===== src/rtl/frag_reader.sv =====
// rtl/frag_reader.sv - streams packed fragments from main memory onto a valid/ready word stream
// Optional stall counter built when FRAG_READER_PERF_EN is defined.
module frag_reader #(
    parameter int DATA_WIDTH                  = 32,
    parameter int MAIN_MEM_ADDR_WIDTH         = 32,
    parameter int LOCAL_VERTEX_MEM_ADDR_WIDTH = 4,
    parameter int RD_LATENCY                  = 0,
    parameter int BUF_DEPTH                   = 4
) (
    input  logic                                   clk,
    input  logic                                   resetn,
    input  logic                                   en,
    input  logic                                   start,
    output logic                                   done,
    output logic                                   ready,
    input  logic [MAIN_MEM_ADDR_WIDTH-1:0]         f_array_ptr,
    input  logic [LOCAL_VERTEX_MEM_ADDR_WIDTH-1:0] vertexSize,
    input  logic [15:0]                            num_frags,
    output logic                                   mem_rd_en,
    output logic [MAIN_MEM_ADDR_WIDTH-1:0]         mem_rd_addr,
    input  logic [DATA_WIDTH-1:0]                  mem_rd_data,
    output logic [DATA_WIDTH-1:0]                  out_data,
    output logic                                   out_valid,
    input  logic                                   out_ready,
    output logic                                   out_sop,
    output logic                                   out_eop,
    output logic [31:0]                            stall_cycles
);
    localparam int PW = $clog2(BUF_DEPTH);

    typedef enum logic [1:0] {S_IDLE, S_RUN, S_FIN} state_t;

    state_t                                 state;
    logic [MAIN_MEM_ADDR_WIDTH-1:0]         rd_addr;
    logic [31:0]                            total;
    logic [31:0]                            issued;
    logic [31:0]                            popped;
    logic [LOCAL_VERTEX_MEM_ADDR_WIDTH-1:0] vsize;
    logic [LOCAL_VERTEX_MEM_ADDR_WIDTH-1:0] word_idx;
    logic [RD_LATENCY:0]                    rd_sr;
    logic [DATA_WIDTH-1:0]                  buffer [BUF_DEPTH];
    logic [PW-1:0]                          wr_ptr;
    logic [PW-1:0]                          rd_ptr;
    logic [PW:0]                            count;
    logic [PW:0]                            inflight;
    logic                                   issue;
    logic                                   wr;
    logic                                   pop;

    always_comb begin
        inflight = '0;
        for (int i = 0; i <= RD_LATENCY; i++) begin
            inflight = inflight + (PW+1)'(rd_sr[i]);
        end
    end

    // Credit check: never request more than the buffer can absorb once everything lands.
    assign issue = (state == S_RUN) && en && (issued < total)
                   && ((count + inflight) < (PW+1)'(BUF_DEPTH));
    assign wr    = rd_sr[RD_LATENCY];
    assign pop   = out_valid && out_ready;

    assign mem_rd_en   = issue;
    assign mem_rd_addr = rd_addr;
    assign out_valid   = (count != '0);
    assign out_data    = out_valid ? buffer[rd_ptr] : '0;
    assign out_sop     = out_valid && (word_idx == '0);
    assign out_eop     = out_valid && (word_idx == vsize);

    always_ff @(posedge clk) begin
        if (wr) begin
            buffer[wr_ptr] <= mem_rd_data;
        end
    end

    always_ff @(posedge clk) begin
        if (!resetn) begin
            state    <= S_IDLE;
            done     <= 1'b0;
            ready    <= 1'b1;
            rd_addr  <= '0;
            total    <= '0;
            issued   <= '0;
            popped   <= '0;
            vsize    <= '0;
            word_idx <= '0;
            rd_sr    <= '0;
            wr_ptr   <= '0;
            rd_ptr   <= '0;
            count    <= '0;
        end else begin
            done  <= 1'b0;
            rd_sr <= (rd_sr << 1) | (RD_LATENCY+1)'(issue);
            count <= count + (PW+1)'(wr) - (PW+1)'(pop);
            if (wr) begin
                wr_ptr <= wr_ptr + 1'b1;
            end
            if (pop) begin
                rd_ptr   <= rd_ptr + 1'b1;
                popped   <= popped + 32'd1;
                word_idx <= (word_idx == vsize) ? '0 : word_idx + 1'b1;
            end
            if (issue) begin
                rd_addr <= rd_addr + 1'b1;
                issued  <= issued + 32'd1;
            end
            case (state)
                S_IDLE: begin
                    if (start) begin
                        vsize    <= vertexSize;
                        total    <= 32'(num_frags) * (32'(vertexSize) + 32'd1);
                        rd_addr  <= f_array_ptr;
                        issued   <= '0;
                        popped   <= '0;
                        word_idx <= '0;
                        ready    <= 1'b0;
                        state    <= (num_frags == 16'd0) ? S_FIN : S_RUN;
                    end
                end
                S_RUN: begin
                    if (pop && (popped == total - 32'd1)) begin
                        done  <= 1'b1;
                        ready <= 1'b1;
                        state <= S_FIN;
                    end
                end
                S_FIN: begin
                    // Arriving from RUN the pulse is already out; from IDLE (empty job) emit it now.
                    if (!done) begin
                        done  <= 1'b1;
                        ready <= 1'b1;
                    end
                    state <= S_IDLE;
                end
                default: state <= S_IDLE;
            endcase
        end
    end

`ifdef FRAG_READER_PERF_EN
    logic [31:0] stall_q;

    always_ff @(posedge clk) begin
        if (!resetn) begin
            stall_q <= '0;
        end else if ((state == S_IDLE) && start) begin
            stall_q <= '0;
        end else if ((state == S_RUN) && out_valid && !out_ready && (stall_q != '1)) begin
            stall_q <= stall_q + 32'd1;
        end
    end

    assign stall_cycles = stall_q;
`else
    assign stall_cycles = '0;
`endif

endmodule


===== config.mk =====
export PLATFORM = sky130hd
export DESIGN_NAME = frag_reader
export DESIGN_NICKNAME = d
export VERILOG_FILES = /design/src/rtl/frag_reader.sv
export SDC_FILE = /design/constraint.sdc
export NUM_CORES = 1
export LEC_CHECK = 0
export CAP_MARGIN = 40
export CORE_ASPECT_RATIO = 1.75
export CORE_MARGIN = 2
export CORE_UTILIZATION = 40
export CTS_BUF_LIST = sky130_fd_sc_hd__clkbuf_8
export CTS_CLUSTER_DIAMETER = 30
export CTS_CLUSTER_SIZE = 20
export DETAILED_ROUTE_END_ITERATION = 12
export GPL_TIMING_DRIVEN = 0
export SKIP_CTS_REPAIR_TIMING = 1
export SKIP_LAST_GASP = 1
export SYNTH_ARGS = -nofsm -noshare
export SYNTH_HDL_FRONTEND = slang
export SYNTH_SLANG_ARGS = --single-unit

===== constraint.sdc =====
create_clock -name clk -period 7.5 [get_ports clk]
set_input_delay 1.125 -clock clk [delete_from_list [all_inputs] [get_ports clk]]
set_output_delay 1.125 -clock clk [all_outputs]
set_load 0.03 [all_outputs]

# --- Word level (Yosys, flattened, before mapping) ---
# Memory sizes are Yosys's and may differ from the RTL's. A register that Yosys moved wholly into a read port is not among the register bits.
# Cells that the tools add are included.
classes:
  n_addsub: 10
  mul: 1
  div: 0
  order_cmp: 2
  n_eq_ne: 7
  n_shift: 0
  muxes: 29
  bitwise_logic: 0
  n_reduce_logical: 15
ops:
  columns: ["operator", "count"]
  rows:
  - ["2-to-1 mux 32 bit", 10]
  - ["adder 32 x 1 -> 32 bit, second input constant", 3]
  - ["equality test 32 bit", 1]
  - ["< comparator 32 bit", 1]
  - ["subtractor 32 x 1 -> 32 bit, second input constant", 1]
  - ["multiplier 16 x 5 -> 21 bit", 1]
  - ["zero test 16 bit", 1]
  - ["2-to-1 mux 4 bit", 4]
  - ["2-to-1 mux 2 bit", 5]
  - ["logical AND 1 bit", 7]
  - ["2-to-1 mux 1 bit", 7]
  - ["nonzero test 3 bit", 2]
  - ["adder 4 x 1 -> 5 bit, second input constant", 1]
  - ["adder 2 x 1 -> 2 bit, second input constant", 2]
  - ["adder 4 x 1 -> 4 bit, second input constant", 1]
  - ["equality test 4 bit", 1]
  - ["zero test 4 bit", 1]
  - ["inequality test 2 bit, second input constant", 2]
  - ["one-hot mux 2 bit (2 select lines)", 1]
  - ["AND reduction 2 bit", 2]
  - ["AND reduction 4 bit", 1]
  - ["adder 3 x 1 -> 3 bit", 1]
  - ["< comparator 3 bit, second input constant", 1]
  - ["one-hot mux 1 bit (3 select lines)", 1]
  - ["6 further kinds", 6]
word_totals:
  ff_bits: 148
  latch_bits: 0
  ram_bits: 128
  romBits: 0
  output_inout_bits: 102
  elab_cells: 78
  memories: 1
mem_list:
  columns: ["memory", "words", "width", "read_ports", "rd_clocked_by_memory_dff", "wr", "line", "rtl"]
  rows:
  - ["buffer", 4, 32, 1, 1, 1, "41", "logic [DATA_WIDTH-1:0] buffer [BUF_DEPTH];"]

# --- Logic depth before layout (Yosys ltp) ---
# Gate-level depths: netlist of the first run.
depth:
  word_depth: 7
  mapped_depth: 19
  mapped_depth_nobuf: 18

# --- Least setup slack after synthesis of the first run ---
# No wires, ideal clock.
synth_timing:
  path_type: "input to register"
  startpoint: "in vertexSize[0]"
  endpoint: "reg total[18]"
  arrival_ns: 5.492
  t_required_ns: 7.383
  path_slack_ns: 1.891
  cell_stages: 18
  cell_sequence: "ha_1 -> xor2_1 -> clkbuf_1 -> and2_1 -> fa_1 -> fa_1 -> inv_1 -> fa_1 -> inv_1 -> ha_1 -> and3_1 -> and2_1 -> a311o_1 -> a211o_1 -> a31oi_1 -> o21bai_1 -> xor2_1 -> a22o_1"
synth_between:
  elab_chain_cells: 2
synth_lines:
  columns: ["item", "line", "rtl"]
  rows:
  - ["start: declaration", "17", "input logic [LOCAL_VERTEX_MEM_ADDR_WIDTH-1:0] vertexSize,"]
  - ["adder 4 x 1 -> 5 bit", "111", "total <= 32'(num_frags) * (32'(vertexSize) + 32'd1);"]
  - ["multiplier 16 x 5 -> 21 bit", "111", null]
  - ["end signal: assignment", "111", null]
  - ["end: declaration", "35", "logic [31:0] total;"]
# Every way passes these cells.
# A chain may end at the register's enable or synchronous reset.

# --- Final worst setup path of the first run ---
layout_timing:
  startpoint: "in vertexSize[0]"
  endpoint: "reg total[20]"
# Same word-level chain as after synthesis.

==> results of run 1 <==
## state kept, by name (all words and copies together) (netlist names), 2 cells and up, named ones only
name / cells
count: 3
issued: 32
wr_ptr: 2
mem_rd_addr: 32
popped: 32
word_idx: 4
vsize: 4
state: 2
rd_ptr: 2
buffer: 128
total: 21
## Yosys cell counts, types with 27 or more instances
master | count | share of area
and3_1 | 35 | 0.014
nand2_1 | 110 | 0.027
xor2_1 | 46 | 0.027
fa_1 | 42 | 0.055
dfxtp_1 | 139 | 0.18
nor2_1 | 76 | 0.019
nand3_1 | 27 | 0.0089
inv_1 | 107 | 0.026
xnor2_1 | 69 | 0.040
nor2b_1 | 51 | 0.021
ha_1 | 68 | 0.056
mux4_2 | 32 | 0.047
buf_4 | 32 | 0.016
o21ai_0 | 55 | 0.018
and2_1 | 55 | 0.023
edfxtp_1 | 128 | 0.25
a21oi_1 | 77 | 0.025
clkbuf_1 | 54 | 0.013
## routing by layer
layer	vias up	GRT usage	routed length, um
met4	0	0.0872	1560
met1	5561	0.203	14100
met2	276	0.379	21400
li1	5553	-	-
met5	-	0	0
met3	87	0.0262	1560
## cell families (layout without fill, tap and decap cells)
family                   count (synthesis)  count (layout)  share of synthesized area
adder cells (fa/ha/maj)                110             110                      0.111
multiplexers                            45              45                     0.0560
buffers and inverters                  198             437                     0.0569
AO/OA/AOI/OAI                          226             226                     0.0955
other                                    1              33                   0.000247
XOR/XNOR                               115             115                     0.0664
AND/OR/NAND/NOR                        494             494                      0.177
flip-flops                             267             267                      0.437
## critical path, cell delays in order
cell	delay, ns
clkdlybuf4s50_1	0.69
nand3_1	0.14
xor2_1	0.65
clkbuf_1	0.48
nor2b_1	0.13
fa_1	0.50
fa_1	0.58
inv_1	0.06
fa_1	0.52
inv_1	0.05
ha_1	0.34
and3_1	0.22
and2_1	0.17
a311o_1	0.42
a211o_1	0.36
a31oi_1	0.28
o21ai_0	0.18
o311ai_0	0.35
## worst max-delay path by stage
stage	from	to	slack, ns	cells past startpoint
5_1_grt	vertexSize[0]	total[20]$_SDFFE_PN0P_	0.38	18
4_1_cts	vertexSize[0]	total[20]$_SDFFE_PN0P_	0.77	18
2_1_floorplan	vertexSize[0]	total[18]$_SDFFE_PN0P_	1.89	18
3_5_place_dp	vertexSize[0]	total[20]$_SDFFE_PN0P_	0.17	18
6_report	vertexSize[0]	total[20]$_SDFFE_PN0P_	0.68	18
3_3_place_gp	vertexSize[0]	total[20]$_SDFFE_PN0P_	0.25	18
## final cells by class
class / instances / area share
Clock buffer: 46 / 0.0341
Multi-Input combinational cell: 1022 / 0.421
Buffer: 91 / 0.0249
Timing Repair Buffer: 167 / 0.0945
Tap cell: 480 / 0.0324
Clock inverter: 26 / 0.0142
Antenna cell: 1 / 0.000135
Inverter: 107 / 0.0216
Sequential cell: 267 / 0.357
## per-stage QoR
stage               instances  power [mW]
CTS                      2206        5.24
detailed placement       2134        3.92
global route             2207        5.48
finish                   2207        5.18
floorplan                1487        3.14
global placement         2125        3.86
## power by group through the flow
stage	Sequential (mW)	Combinational (mW)	Clock, mW
final	1.70	2.16	1.32
after global routing	1.72	2.36	1.40
after CTS	1.70	2.19	1.35
after detailed placement	1.74	2.18	0
after global placement	1.73	2.13	0
after floorplan	1.76	1.39	0
==> impl_metrics.tcl, run 1 <==
set metrics [dict create \
    status "completed" \
    worstSetupStartpointType "input pin" \
    synth-seq-area-share 0.437 \
    whs_endpoint "issued[26]$_SDFF_PN0_" \
    ant_nets 0 \
    drive_gt1_frac 0.0985 \
    reg2reg_depth 11 \
    numCtsBuffers 41 \
    fillers 3546 \
    ys_ff_latch 267 \
    placed_area_sq_mm 0.0177 \
    slew_headroom 0.419 \
    cts.sinks 267 \
    pre_cts_slack_ns 0.167 \
    synth_cell_types 70 \
    finalWorstSetupSlack_ns 0.683 \
    root_buffer "clkbuf_8" \
    period_share 0.909 \
    antenna_found_initial 2 \
    clock_latency_ns 0.58 \
    gp_congestion 0.863 \
    grt_max_degree 21 \
    cp.arrival_ns 7.26 \
    final_max_slew_viol_count 0 \
    crit_type "input pin to flip-flop" \
    ir_drop_uv 124 \
    rsz0062_at_grt "false" \
    grt_pass1_wl_mm 60.5 \
    wl_per_cell_um 17.5 \
    intPower_mw 3.22 \
    layout_common_cells "clkdlybuf4s50_1 (158), dfxtp_1 (139), edfxtp_1 (128), inv_1 (111), nand2_1 (110)" \
    port_buffers 158 \
    p_seq_frac 0.329 \
    worstPathRequired_ns 7.95 \
    p_comb_frac 0.416 \
    multiInputGateArea_sq_mm 0.00781 \
    timing.hold.ws_ns 0.481 \
    synth_edf_count 128 \
    holdCritStartpoint "issued[26]$_SDFF_PN0_" \
    initial_utilization 0.405 \
    powerDensity_mw_per_mm2 279 \
    drc 0 \
    synth_area_sq_mm 0.0152 \
    worst_pin_slew_ns 0.863 \
    hold_violations 0 \
    timing.reg2reg.setup_slack_ns 3.63 \
    hold_depth 1 \
    drt-vias-per-instance 5.20 \
    skew_ns 0.0393 \
    max_freq_mhz 147 \
    synth-main-ff-cell "dfxtp_1" \
    grt_pass1_vias 11561 \
    pwr-share-clk 0.255 \
    final.setup.tns_ns 0 \
    async_reset_ff_frac 0 \
    nets 1896 \
    track_usage 0.195 \
    min_period_ns 6.82 \
    io_pins 191 \
    core-area_sq_mm 0.0375 \
    worstSetupEndpointType "flip-flop" \
    switching_share 0.379 \
    area_growth_pct 22.2 \
    clkTransAtPathRegs_ns 0.06 \
    die_y_um 262 \
    synth.avg_cell_area_sq_um 10.4 \
    p_leak_nw 7.09 \
    regArea_sq_mm 0.00663 \
    vias 11477 \
    drtIter0Drc 455 \
    core.rowCount 94 \
    cts_tree "built" \
    reg2reg_from "total[0]$_SDFFE_PN0P_" \
    cts_buffer_depth 3 \
    grt_overflow 0 \
    die_area_sq_mm 0.0396 \
    die_w_um 151 \
    crit-reg2reg-capture "state[1]$_SDFFE_PN0P_" \
    ctsHtreeMaxLevel 2 \
    final_core_util 0.495 \
    finalSetupViolations 0 \
    dp_hpwl_mm 29.9 \
    crit_fanout 10 \
    final_common_cell "clkdlybuf4s50_1" \
    syn_inst 1456 \
    ys_warn_count 0 \
    p_sw_mw 1.96 \
    fin_area_sq_mm 0.0186 \
    drt-total-wl_mm 38.6 \
    hold_class "flip-flop to flip-flop" \
    timing.max_cap.violations 0 \
    dr.pass1.iters 5 \
]
Power figures use the tool's default switching activity.
==> run 2, diff against run 1 <==
PLACE_DENSITY = 0.62   (was default)
clock period = 7 ns   (was 7.5 ns; I/O delays follow)
==> impl_metrics.tcl, run 2 (synthesis gave the netlist of run 1 again) <==
set metrics [dict create \
    worst_pin_slew_ns 0.849 \
    ir_drop_uv 135 \
    crit_type "input pin to flip-flop" \
    core-area_sq_mm 0.0375 \
    vias 11470 \
    core.rowCount 94 \
    port_buffers 158 \
    clock_latency_ns 0.58 \
    path_delay_family "adder cells" \
    cp.arrival_ns 7.09 \
    grt_pass1_wl_mm 61.6 \
    skew_ns 0.0450 \
    ant_nets 0 \
    crit_fanout 10 \
    layout_common_cells "clkdlybuf4s50_1 (158), dfxtp_1 (139), edfxtp_1 (128), nand2_1 (110), inv_1 (109)" \
    drtIter0Drc 430 \
    track_usage 0.197 \
    top_register "buffer" \
    p_seq_frac 0.325 \
    drt-total-wl_mm 38.6 \
    path_cells "clkdlybuf4s50_1 -> nand3_1 -> xor2_1 -> clkbuf_1 -> nor2b_1 -> fa_1 -> fa_1 -> inv_1 -> fa_1 -> inv_1 -> ha_1 -> and3_1 -> and2_1 -> a311o_1 -> a211o_1 -> a31oi_1 -> o21bai_1 -> xor2_1 -> a22o_1" \
    worstSetupStartpointType "input pin" \
    powerDensity_mw_per_mm2 302 \
    final_common_cell "clkdlybuf4s50_1" \
    p_sw_mw 2.08 \
    cts_tree "built" \
    cp_slowest_cell "clkdlybuf4s50_1" \
    final_core_util 0.495 \
    max_freq_mhz 150 \
    dp_hpwl_mm 30.3 \
    final_max_slew_viol_count 0 \
    pwr-share-clk 0.265 \
    nets 1894 \
    numCtsBuffers 40 \
    timing.max_cap.violations 0 \
    dr.pass1.iters 5 \
    hold_violations 0 \
    status "completed" \
    grt_overflow 0 \
    grt_pass1_vias 11897 \
    switching_share 0.371 \
    ctsHtreeMaxLevel 2 \
    rsz0062_at_grt "false" \
    gp_congestion 0.893 \
    cts_buffer_depth 3 \
    antenna_found_initial 1 \
    final.setup.tns_ns 0 \
    die_w_um 151 \
    crit_path_max_incr_delay_ns 0.69 \
    period_share 0.951 \
    die_area_sq_mm 0.0396 \
    critical-path-top-cell-by-count "fa_1" \
    cts.sinks 267 \
    worstSetupEndpointType "flip-flop" \
    finalSetupViolations 0 \
    intPower_mw 3.54 \
    drive_gt1_frac 0.0974 \
    fin_total_pwr_mw 5.62 \
    root_buffer "clkbuf_8" \
    p_comb_frac 0.410 \
    wl_per_cell_um 17.5 \
    clkTransAtPathRegs_ns 0.07 \
    worstPathRequired_ns 7.44 \
    min_period_ns 6.66 \
    slew_headroom 0.429 \
    drt-vias-per-instance 5.20 \
    drc 0 \
    p_leak_nw 7.10 \
    hold_class "flip-flop to flip-flop" \
    critPathBufInv 4 \
    initial_utilization 0.405 \
    die_y_um 262 \
    io_pins 191 \
    largest_reg_flops 128 \
    grt_max_degree 21 \
    area_growth_pct 22.4 \
]
==> run 2: changes by cell type in the layout (fill, tap and decap cells not counted), moves of 2 or more <==
cell,delta
inv_8,+2
clkinvlp_4,-2
inv_6,-5
clkinv_1,+3
bufinv_16,+3
clkinv_2,+2
buf_6,-2
buf_8,+2
inv_1,-2
==> run 2: routing by layer <==
metal	GRT usage	share of wire	up-vias	wire, um
li1	-	-	5557	-
met1	0.205	0.36	5505	13900
met2	0.379	0.55	304	21100
met3	0.0271	0.046	104	1790
met4	0.0999	0.049	0	1890
met5	0	0	-	0
==> run 2: worst paths after layout <==
| check | cells after the start | slack [ns] | from | endpoint |
|---|---|---|---|---|
| setup / recovery | 19 | 0.34 | vertexSize[0] | total[18]$_SDFFE_PN0P_ |
| hold / removal | 1 | 0.48 | issued[24]$_SDFF_PN0_ | issued[24]$_SDFF_PN0_ |
| setup reg to reg | 12 | 3.15 | total[5]$_SDFFE_PN0P_ | issued[20]$_SDFF_PN0_ |
| hold reg to reg | 1 | 0.48 | issued[24]$_SDFF_PN0_ | issued[24]$_SDFF_PN0_ |
==> run 2: power groups by stage <==
stage               Clock [mW]  Sequential [mW]  Combinational, mW
global route              1.59             1.84               2.53
floorplan                    0             1.88               1.49
detailed placement           0             1.86               2.33
CTS                       1.53             1.82               2.34
finish                    1.49             1.83               2.31
global placement             0             1.86               2.27
==> run 2: metrics by stage <==
step	instances	setup WS [ns]	hold WS [ns]	area (sq um)
finish	2206	0.343	0.479	18600
CTS	2205	0.338	0.480	18600
floorplan	1487	1.47	0.444	15300
detailed placement	2133	-0.247	0.461	17600
global placement	2125	-0.130	0.460	17500
global route	2206	0.00201	0.498	18600
==> run 2: area by class of cell <==
class / count / area [sq um]
Clock inverter: 27 / 324
Buffer: 91 / 462
Timing Repair Buffer: 166 / 1740
Fill cell: 3478 / 18900
Multi-Input combinational cell: 1022 / 7810
Antenna cell: 1 / 2.50
Inverter: 107 / 402
Tap cell: 480 / 601
Clock buffer: 45 / 619
Sequential cell: 267 / 6630
==> run 3, diff against run 2 <==
MAX_ROUTING_LAYER = met4   (was default)
==> impl_metrics.tcl, run 3 (synthesis gave the netlist of run 1 again) <==
set metrics [dict create \
    cts.sinks 267 \
    dpl.cell_count 2133 \
    drive_gt1_frac 0.0974 \
    grt_max_degree 21 \
    hold_class "flip-flop to flip-flop" \
    timing.hold.ws_ns 0.479 \
    numCtsBuffers 40 \
    reg2reg_depth 12 \
    status "completed" \
    root_buffer "clkbuf_8" \
    dp_hpwl_mm 30.3 \
    initial_utilization 0.405 \
    ctsHtreeMaxLevel 2 \
    period_share 0.951 \
    area_growth_pct 22.4 \
    min_period_ns 6.65 \
    worstSetupStartpointType "input pin" \
    rsz0062_at_grt "false" \
    dr.pass1.iters 5 \
    final_cells 2206 \
    io_pins 191 \
    drc 0 \
    skew_ns 0.0461 \
    cp.arrival_ns 7.10 \
    final.setup.tns_ns 0 \
    finalSetupViolations 0 \
    vias 11451 \
    grt_pass1_vias 11884 \
    worst_pin_slew_ns 0.830 \
    clock_latency_ns 0.59 \
    max_freq_mhz 150 \
    crit_fanout 10 \
    core-area_sq_mm 0.0375 \
    track_usage 0.203 \
    ant_nets 0 \
    ir_drop_uv 135 \
    drtIter0Drc 376 \
    drt-total-wl_mm 38.6 \
    fillers 3478 \
    timing.max_cap.violations 0 \
    die_area_sq_mm 0.0396 \
    die_w_um 151 \
    grt_overflow 0 \
    top_register "buffer" \
    antenna_found_initial 1 \
    p_leak_nw 7.10 \
    hold_violations 0 \
    final_common_cell "clkdlybuf4s50_1" \
    final_max_slew_viol_count 0 \
    port_buffers 158 \
    slew_headroom 0.443 \
    cts_tree "built" \
    largest_reg_flops 128 \
    crit_type "input pin to flip-flop" \
    worstSetupEndpointType "flip-flop" \
    gp_congestion 0.909 \
    cts_buffer_depth 3 \
    worstPathRequired_ns 7.44 \
    hold_depth 1 \
    layout_common_cells "clkdlybuf4s50_1 (158), dfxtp_1 (139), edfxtp_1 (128), nand2_1 (110), inv_1 (109)" \
    powerDensity_mw_per_mm2 302 \
    die_y_um 262 \
    clkTransAtPathRegs_ns 0.07 \
    drt-vias-per-instance 5.19 \
    core.rowCount 94 \
    wl_per_cell_um 17.5 \
    nets 1894 \
    grt_pass1_wl_mm 61.5 \
]
==> run 3: worst paths after layout <==
check / startpoint / endpoint / slack [ns]
hold reg to reg: issued[24]$_SDFF_PN0_ / issued[24]$_SDFF_PN0_ / 0.48
setup / recovery: vertexSize[0] / total[18]$_SDFFE_PN0P_ / 0.35
hold / removal: issued[24]$_SDFF_PN0_ / issued[24]$_SDFF_PN0_ / 0.48
setup reg to reg: total[5]$_SDFFE_PN0P_ / issued[20]$_SDFF_PN0_ / 3.14
==> run 3: report_power, final <==
| group | total [mW] | internal [mW] | leakage, nW | switching (mW) |
|---|---|---|---|---|
| Combinational | 2.30 | 0.975 | 4.33 | 1.33 |
| Sequential | 1.83 | 1.73 | 2.28 | 0.0993 |
| Clock | 1.49 | 0.836 | 0.489 | 0.654 |
==> run 3: layer usage <==
metal / GRT usage / up-vias / wire, um
li1: - / 5561 / -
met1: 0.205 / 5481 / 13800
met2: 0.379 / 307 / 21100
met3: 0.0259 / 102 / 1840
met4: 0.0999 / 0 / 1870
met5: - / - / 0
==> run 3: metrics by stage <==
stage	util	worst slack, ns	power (mW)	instance area, sq um
after floorplan	-	1.47	3.37	15300
after global placement	0.466	-0.130	4.13	17500
after detailed placement	0.470	-0.247	4.19	17600
after CTS	0.495	0.338	5.69	18600
after global routing	0.495	0.00191	5.96	18600
final	0.495	0.346	5.62	18600
==> run 3: worst max-delay path, stage by stage <==
cell	delay [ns]
clkdlybuf4s50_1	0.69
nand3_1	0.14
xor2_1	0.61
clkbuf_1	0.48
nor2b_1	0.13
fa_1	0.52
fa_1	0.56
inv_1	0.06
fa_1	0.53
inv_1	0.04
ha_1	0.34
and3_1	0.22
and2_1	0.18
a311o_1	0.41
a211o_1	0.34
a31oi_1	0.28
o21bai_1	0.13
xor2_1	0.15
a22o_1	0.20
==> run 3: final cells by class <==
type / count / area [sq um] / area share
timing repair buffer: 166 / 1740 / 0.0935
clock buffer: 45 / 619 / 0.0333
multi-input combinational: 1022 / 7810 / 0.420
antenna: 1 / 2.50 / 0.000135
buffer: 91 / 462 / 0.0248
tap: 480 / 601 / 0.0323
sequential: 267 / 6630 / 0.357
inverter: 107 / 402 / 0.0216
clock inverter: 27 / 324 / 0.0174
